==> src/rtl/uart_pkg.sv <==
// rtl/uart_pkg.sv - shared UART types, constants and bit-timing helper
package uart_pkg;

    localparam int DATA_BITS = 8;

    typedef enum logic [2:0] {
        IDLE   = 3'd0,
        START  = 3'd1,
        DATA   = 3'd2,
        PARITY = 3'd3,
        STOP   = 3'd4
    } uart_state_t;

    // Clock cycles per bit period (integer division, truncating)
    function automatic int calc_bit_cycles(input int clk_freq, input int baud_rate);
        return clk_freq / baud_rate;
    endfunction

endpackage

==> src/rtl/uart_baud_gen.sv <==
// rtl/uart_baud_gen.sv - bit-period clock-enable generator
module uart_baud_gen #(
    parameter int BIT_CYCLES = 104
) (
    input  logic clk,
    input  logic rst,
    input  logic clear,
    input  logic enable,
    output logic bit_tick
);

    localparam int CNT_W = $clog2(BIT_CYCLES);
    localparam logic [CNT_W-1:0] LAST = CNT_W'(BIT_CYCLES - 1);

    logic [CNT_W-1:0] count;

    assign bit_tick = enable && (count == LAST);

    // Count 0..BIT_CYCLES-1; clear restarts the period so timing follows the caller's anchor
    always_ff @(posedge clk) begin
        if (rst || clear) begin
            count <= '0;
        end else if (enable) begin
            count <= bit_tick ? '0 : count + 1'b1;
        end
    end

endmodule

==> src/rtl/uart_tx.sv <==
// rtl/uart_tx.sv - UART transmitter with valid/ready byte input
module uart_tx
    import uart_pkg::*;
#(
    parameter int CLK_FREQ   = 1000000,
    parameter int BAUD_RATE  = 9600,
    parameter int PARITY_EN  = 0,
    parameter int PARITY_ODD = 0,
    parameter int STOP_BITS  = 1
) (
    input  logic       clk,
    input  logic       rst,
    input  logic [7:0] tx_data,
    input  logic       tx_valid,
    output logic       tx_ready,
    output logic       tx,
    output logic       busy,
    output logic       done
);

    localparam int BIT_CYCLES = calc_bit_cycles(CLK_FREQ, BAUD_RATE);
    localparam logic PAR_ODD = (PARITY_ODD != 0);
    localparam logic [2:0] DATA_LAST = 3'(DATA_BITS - 1);
    localparam logic [2:0] STOP_LAST = 3'(STOP_BITS - 1);

    if (BIT_CYCLES < 2) begin : g_bad_bit_cycles
        $fatal(1, "uart_tx: CLK_FREQ/BAUD_RATE must be at least 2");
    end
    if (STOP_BITS != 1 && STOP_BITS != 2) begin : g_bad_stop_bits
        $fatal(1, "uart_tx: STOP_BITS must be 1 or 2");
    end

    uart_state_t state;
    uart_state_t state_next;
    logic [7:0]  shift;
    logic [2:0]  bit_cnt;
    logic        par_bit;
    logic        tx_next;
    logic        done_next;
    logic        accept;
    logic        bit_tick;

    assign tx_ready = (state == IDLE) && !rst;
    assign accept   = tx_valid && tx_ready;
    assign busy     = (state != IDLE);

    uart_baud_gen #(
        .BIT_CYCLES(BIT_CYCLES)
    ) u_baud_gen (
        .clk     (clk),
        .rst     (rst),
        .clear   (accept),
        .enable  (busy),
        .bit_tick(bit_tick)
    );

    // State register
    always_ff @(posedge clk) begin
        if (rst) begin
            state <= IDLE;
        end else begin
            state <= state_next;
        end
    end

    // Next state and line level; unknown encodings fall back to IDLE with the line high
    always_comb begin
        state_next = state;
        tx_next    = 1'b1;
        done_next  = 1'b0;
        case (state)
            IDLE: begin
                if (accept) state_next = START;
            end
            START: begin
                tx_next = 1'b0;
                if (bit_tick) state_next = DATA;
            end
            DATA: begin
                tx_next = shift[0];
                if (bit_tick && bit_cnt == DATA_LAST) begin
                    state_next = (PARITY_EN != 0) ? PARITY : STOP;
                end
            end
            PARITY: begin
                tx_next = par_bit;
                if (bit_tick) state_next = STOP;
            end
            STOP: begin
                tx_next = 1'b1;
                if (bit_tick && bit_cnt == STOP_LAST) begin
                    state_next = IDLE;
                    done_next  = 1'b1;
                end
            end
            default: begin
                state_next = IDLE;
            end
        endcase
    end

    // Datapath: latch byte on accept, shift per data bit, count data/stop bits, register line and done
    always_ff @(posedge clk) begin
        if (rst) begin
            shift   <= '0;
            bit_cnt <= '0;
            par_bit <= 1'b0;
            tx      <= 1'b1;
            done    <= 1'b0;
        end else begin
            tx   <= tx_next;
            done <= done_next;
            if (accept) begin
                shift   <= tx_data;
                par_bit <= (^tx_data) ^ PAR_ODD;
                bit_cnt <= '0;
            end else if (bit_tick) begin
                if (state == DATA) begin
                    shift   <= shift >> 1;
                    bit_cnt <= bit_cnt + 3'd1;
                end else if (state == STOP) begin
                    bit_cnt <= done_next ? 3'd0 : bit_cnt + 3'd1;
                end
            end
        end
    end

endmodule
==> config.mk <==
export PLATFORM = sky130hd
export DESIGN_NAME = uart_tx
export DESIGN_NICKNAME = d
export VERILOG_FILES = /design/src/rtl/uart_pkg.sv /design/src/rtl/uart_baud_gen.sv /design/src/rtl/uart_tx.sv
export SDC_FILE = /design/constraint.sdc
export NUM_CORES = 1
export LEC_CHECK = 0
export ABC_AREA = 0
export CAP_MARGIN = 5
export CORE_UTILIZATION = 50
export CTS_BUF_LIST = sky130_fd_sc_hd__clkbuf_8
export DETAILED_ROUTE_END_ITERATION = 10
export GPL_ROUTABILITY_DRIVEN = 0
export PLACE_DENSITY = 0.73
export SETUP_SLACK_MARGIN = 0.3
export SLEW_MARGIN = 20
export SYNTH_ARGS = -nofsm -noshare
export SYNTH_HDL_FRONTEND = slang
export SYNTH_SLANG_ARGS = --single-unit
==> constraint.sdc <==
create_clock -name clk -period 4.59 [get_ports clk]
set_input_delay 0.459 -clock clk [delete_from_list [all_inputs] [get_ports clk]]
set_output_delay 0.459 -clock clk [all_outputs]
set_load 0.005 [all_outputs]
Word-level counts from Yosys, hierarchy flattened
Index checks and enable logic that the tools add are counted.
{"block": "word_totals", "regBits": 24, "in_bits": 11, "output_inout_bits": 4, "word_cells": 54}
{"block": "classes", "addsub": 2, "eq_ne": 11, "mux": 16, "n_reduce_logical": 18}
{"cell": "two-way mux 3 bit", "n": 8}
{"cell": "two-way mux 8 bit", "n": 3}
{"cell": "case mux 3 bit (5 select lines)", "n": 1}
{"cell": "inequality test 2 bit (second input constant)", "n": 4}
{"cell": "parity 8 bit", "n": 1}
{"cell": "adder 7 x 1 -> 7 bit (second input constant)", "n": 1}
{"cell": "== test 7 bit (second input constant)", "n": 1}
{"cell": "two-way mux 7 bit", "n": 1}
{"cell": "== test 3 x 2 -> 1 bit (second input constant)", "n": 2}
{"cell": "== test 3 bit (second input constant)", "n": 2}
{"cell": "logical NOT 3 bit", "n": 2}
{"cell": "nonzero test 2 bit", "n": 3}
{"cell": "logical AND 1 bit", "n": 5}
{"cell": "AND reduction 5 bit", "n": 1}
{"cell": "AND reduction 2 bit", "n": 2}
{"cell": "adder 3 x 1 -> 3 bit (second input constant)", "n": 1}
{"cell": "== test 3 x 1 -> 1 bit (second input constant)", "n": 1}
{"cell": "case mux 1 bit (3 select lines)", "n": 1}
{"cell": "nonzero test 3 bit", "n": 1}
{"cell": "two-way mux 1 bit", "n": 2}
{"cell": "inequality test 2 x 1 -> 1 bit (second input constant)", "n": 1}
{"cell": "OR reduction 2 bit", "n": 1}
{"cell": "logical NOT 1 bit", "n": 1}
{"cell": "logical OR 1 bit", "n": 1}

Longest topological paths before layout
{"block": "depth", "word_depth": 8, "mapped_depth": 6, "mapped_depth_nobuf": 6}

Modules after synthesis
Synthesis repeated with hierarchy kept, for this count alone.
{"block": "unflattened", "cells_unflattened": 139, "area_unflattened_um2": 1282.5}
{"module": "uart_tx", "n_inst": 1, "cells_per_inst": 102, "area_per_inst_um2": 939.7, "seq_area_each_um2": 340.3}
{"module": "uart_baud_gen", "n_inst": 1, "cells_per_inst": 37, "area_per_inst_um2": 342.8, "seq_area_each_um2": 140.1}

Worst setup path before layout
OpenSTA, ideal clock, no wires.
{"block": "synth_path", "path_kind": "reg2reg", "from": "register u_baud_gen.count[0]", "to": "register state[1]", "t_arrival_ns": 1.526, "t_required_ns": 4.511, "setup_slack_ns": 2.985, "path_stages_with_launch": 7, "period_less_slack_ns": 1.605, "path_cell_list": "dfxtp_1 ha_1 nand2_1 or2_1 buf_6 or3b_1 a211oi_2"}
{"block": "synth_via", "elab_chain_cells": 5}
{"element": "start: declaration", "line_no": "uart_baud_gen.sv:15", "rtl": "logic [CNT_W-1:0] count;"}
{"element": "start signal: assignment", "line_no": "uart_baud_gen.sv:24", "rtl": "count <= bit_tick ? '0 : count + 1'b1;"}
{"element": "== test 7 bit *", "line_no": "uart_baud_gen.sv:17", "rtl": "assign bit_tick = enable && (count == LAST);"}
{"element": "logical AND 1 bit *", "line_no": "uart_baud_gen.sv:17"}
{"element": "logical AND 1 bit, on equally long branches", "line_no": "uart_tx.sv:91, uart_tx.sv:81"}
{"element": "inequality test 2 bit (no line)"}
{"element": "AND reduction 5 bit (no line) *"}
{"element": "end signal: assignment", "line_no": "uart_tx.sv:62", "rtl": "state <= state_next;"}
{"element": "end: declaration", "line_no": "uart_tx.sv:33", "rtl": "uart_state_t state;"}
Mark *: on every way between the ends. The rest lies on a longest branch, timed or not.
A chain may end at the register's enable or synchronous reset.

Final worst setup path
{"block": "layout_path", "from": "input rst", "to": "output tx_ready"}
{"block": "layout_via", "elab_chain_cells": 2}
{"element": "start: declaration", "line_no": "uart_tx.sv:12", "rtl": "input logic rst,"}
{"element": "logical NOT 1 bit", "line_no": "uart_tx.sv:43", "rtl": "assign tx_ready = (state == IDLE) && !rst;"}
{"element": "logical AND 1 bit", "line_no": "uart_tx.sv:43"}
{"element": "end: declaration", "line_no": "uart_tx.sv:15", "rtl": "output logic tx_ready,"}
Every way passes these cells.

==> results.md <==
- Status: finished clean
- Pre-Repair DR Iteration Count: 4
- Num ports: 15
- GR Util All Layers: 0.190
- Adder-cell share of the synthesized area: 0.0406
- Period utilization: 0.558
- Hold WS: 0.476 ns
- Static Leak: around 0.52 nW
- Critical R2R Capture: state[1]
- Avg Vias per Cell: 5.53
- Dpl cells: between 150 and 200
- Post-CTS Setup Inserts: 0
- Fin Setup TNS: 0 ns
- Synth Warn #: 0
- Commonest non-fill, non-tap cell in the layout: dfxtp_1
- F_max: approximately 390 MHz
- I/O Buffers: 14
- Final layout net count: ~160
- Critical Path AT: 2.10 ns
- Post_cts resized: 0
- Initial antenna violation count: 0
- Maximum clock insertion buffer count: 2
- HP Class: flip-flop to flip-flop
- CTS tree: done
- Hold endpoint: u_baud_gen.count[1]
- Req. time, crit path: approximately 4.1 ns
- Largest family of logic cells by synthesized area: simple AND/OR/NAND/NOR gates
- Synth Cell Area: ~1200 sq um
- Crit path capture type: output pin
- N_diodes: 0
- H-tree depth: 1
- FF+latch count, synth: 24
- Worst reg2reg startpoint: u_baud_gen.count[0]
- Largest net degree at the start of global routing: 19
- Clock Sinks: 24
- Syn Area/Cell: 9.27 sq um
- Clock Latency Late Sink: 0.26 ns
- Compound-cell area share of the yosys netlist: 0.145
- Worst VDD drop: ~0.00022 V
- Xor/xnor cell area share of the yosys netlist: 0.0853
- Setup-failing EPs final: 0
- Worst Hold Depth: 2
- R2R depth: 5
- Slew @ Worst Pin: 0.579 ns
- Post-route cell area: 1420 sq um
- Min Tclk post-route: 2.56 ns
- Die Span Y: 51.6 microns
- Top FF cell, synth: dfxtp_1
- Synth unique cells: 37
- Placement Rows: 17
- Min-delay src: u_baud_gen.count[1]
- Starting Density: 0.542
- Total grt overflow: 0
- Final Non-Filler Cells: 172
- # fillers: approximately 200
- First-pass GRT wire length: 3770 microns
- Layout Area Growth over Synthesis: 14.9%
- Number of global-route vias before repair: approximately 860
- Post-synthesis async set-or-reset flop share: 0
- Core Footprint: 2280 sq um
- CTS buffer count: 3
- Post-synthesis net count: 148
- CP Max Fanout: 16
- Synth Instances: roughly 130
- ANT nets after route: 0
- Post-route DRC violation count: 0
- HPWL after DPL: 1540 microns
- Critical path type: input port to output pin
- Layout cells sized above 1: 0.0625
- Number of max-cap violations: 0
- Final Hold Viols: 0
- CP Launch Type: input port
- Routed len/inst: about 12 microns
- PwrDens: 276 nW/um^2
- 1st-iter DRT viols: 13
- EDFF count, synth: 0
- Vias: 951
- Clk slew on worst S/H paths: 0.08 ns
- Final Skew: between 0.002 and 0.003 ns
- FF-to-FF setup slack: 2.90 ns
- Post-synthesis mux area share: 0.0569
- Most frequent cells in the layout: dfxtp_1, nor2_1, clkdlybuf4s50_1
- Simple-gate share of the synthesized area: 0.244
- DRT Wirelength: about 2100 microns
- CP startpoint: rst
- Clock Tree Root: clkbuf_8
- Die W: 51.6 microns
- Seq/Total Area, Yosys: 0.390
- DP Area: 1380 sq um
- Max-slew violations: 0
- Die area: 2670 sq um
- Slew HR: 0.613
- RSZ-0062 raised after global routing: false
- Post-CTS Hold Buffers: 0
## per-layer routing
metal  share of wire  track usage  wire length, microns  vias up
li1                -            -                     -      489
met1            0.49        0.245                  1050      443
met2            0.47        0.307                  1010       17
met3           0.028       0.0263                    59        2
met4          0.0075       0.0946                    16        0
met5               0            0                     0        -
## cell usage after synthesis (all sizes together), types with 2 or more instances
cell type / count / share of area
dfxtp: 24 / 0.39
nor2: 18 / 0.055
xnor2: 9 / 0.064
a211oi: 8 / 0.053
nand2: 8 / 0.024
a21oi: 7 / 0.028
mux2i: 7 / 0.057
ha: 4 / 0.041
inv: 4 / 0.012
nand3b: 4 / 0.035
o21ai: 4 / 0.016
buf: 3 / 0.017
clkbuf: 3 / 0.0091
nand3: 3 / 0.012
nor3: 3 / 0.021
or3: 3 / 0.015
xor2: 3 / 0.021
a32oi: 2 / 0.014
and3: 2 / 0.010
nand2b: 2 / 0.010
## how the worst max path moves through the flow
stage               endpoint  depth (start not counted)
finish              tx_ready                          3
global route        tx_ready                          3
CTS                 tx_ready                          3
detailed placement  tx_ready                          3
global placement    tx_ready                          3
floorplan           state[1]                          6
## cell families (layout without fill, tap and decap cells)
kind of cell    after synthesis  after routing
mux                           7              7
simple gates                 50             50
xor+xnor                     12             12
buf+inv                      10             21
flops                        24             24
fa+ha+maj                     4              4
compound gates               26             26
## critical path, stage by stage
cell,delay [ns]
clkdlybuf4s50_1,0.69
nor4_2,0.37
clkdlybuf4s50_1,0.57
## final cells by class
class	instances	area, sq um	share of cell area
Clock buffer	3	41.3	0.0292
Inverter	4	15.0	0.0106
Multi-Input combinational cell	99	704	0.497
Sequential cell	24	480	0.339
Tap cell	28	35.0	0.0247
Timing Repair Buffer	14	140	0.0989
## report_power, final
part           leakage, nW  internal, mW  total (mW)  switching [mW]
logic                0.303        0.0263      0.0488          0.0225
clock network       0.0216        0.0586       0.121          0.0622
registers            0.195         0.216       0.222         0.00566
total                0.519         0.301       0.392          0.0904
## sequential cells by signal, indices dropped and copies added (netlist names)
| signal | count |
|---|---|
| bit_cnt | 3 |
| done | 1 |
| par_bit | 1 |
| shift | 8 |
| state | 3 |
| tx | 1 |
| u_baud_gen.count | 7 |
## stage by stage
step,power (mW),utilization,setup slack (ns)
2_1_floorplan,0.255,-,2.98
3_3_place_gp,0.275,0.604,2.08
3_5_place_dp,0.275,0.604,2.04
4_1_cts,0.396,0.622,2.02
5_1_grt,0.410,0.622,1.92
6_report,0.392,0.622,2.03
No activity file was read; power rests on OpenSTA's default activity.
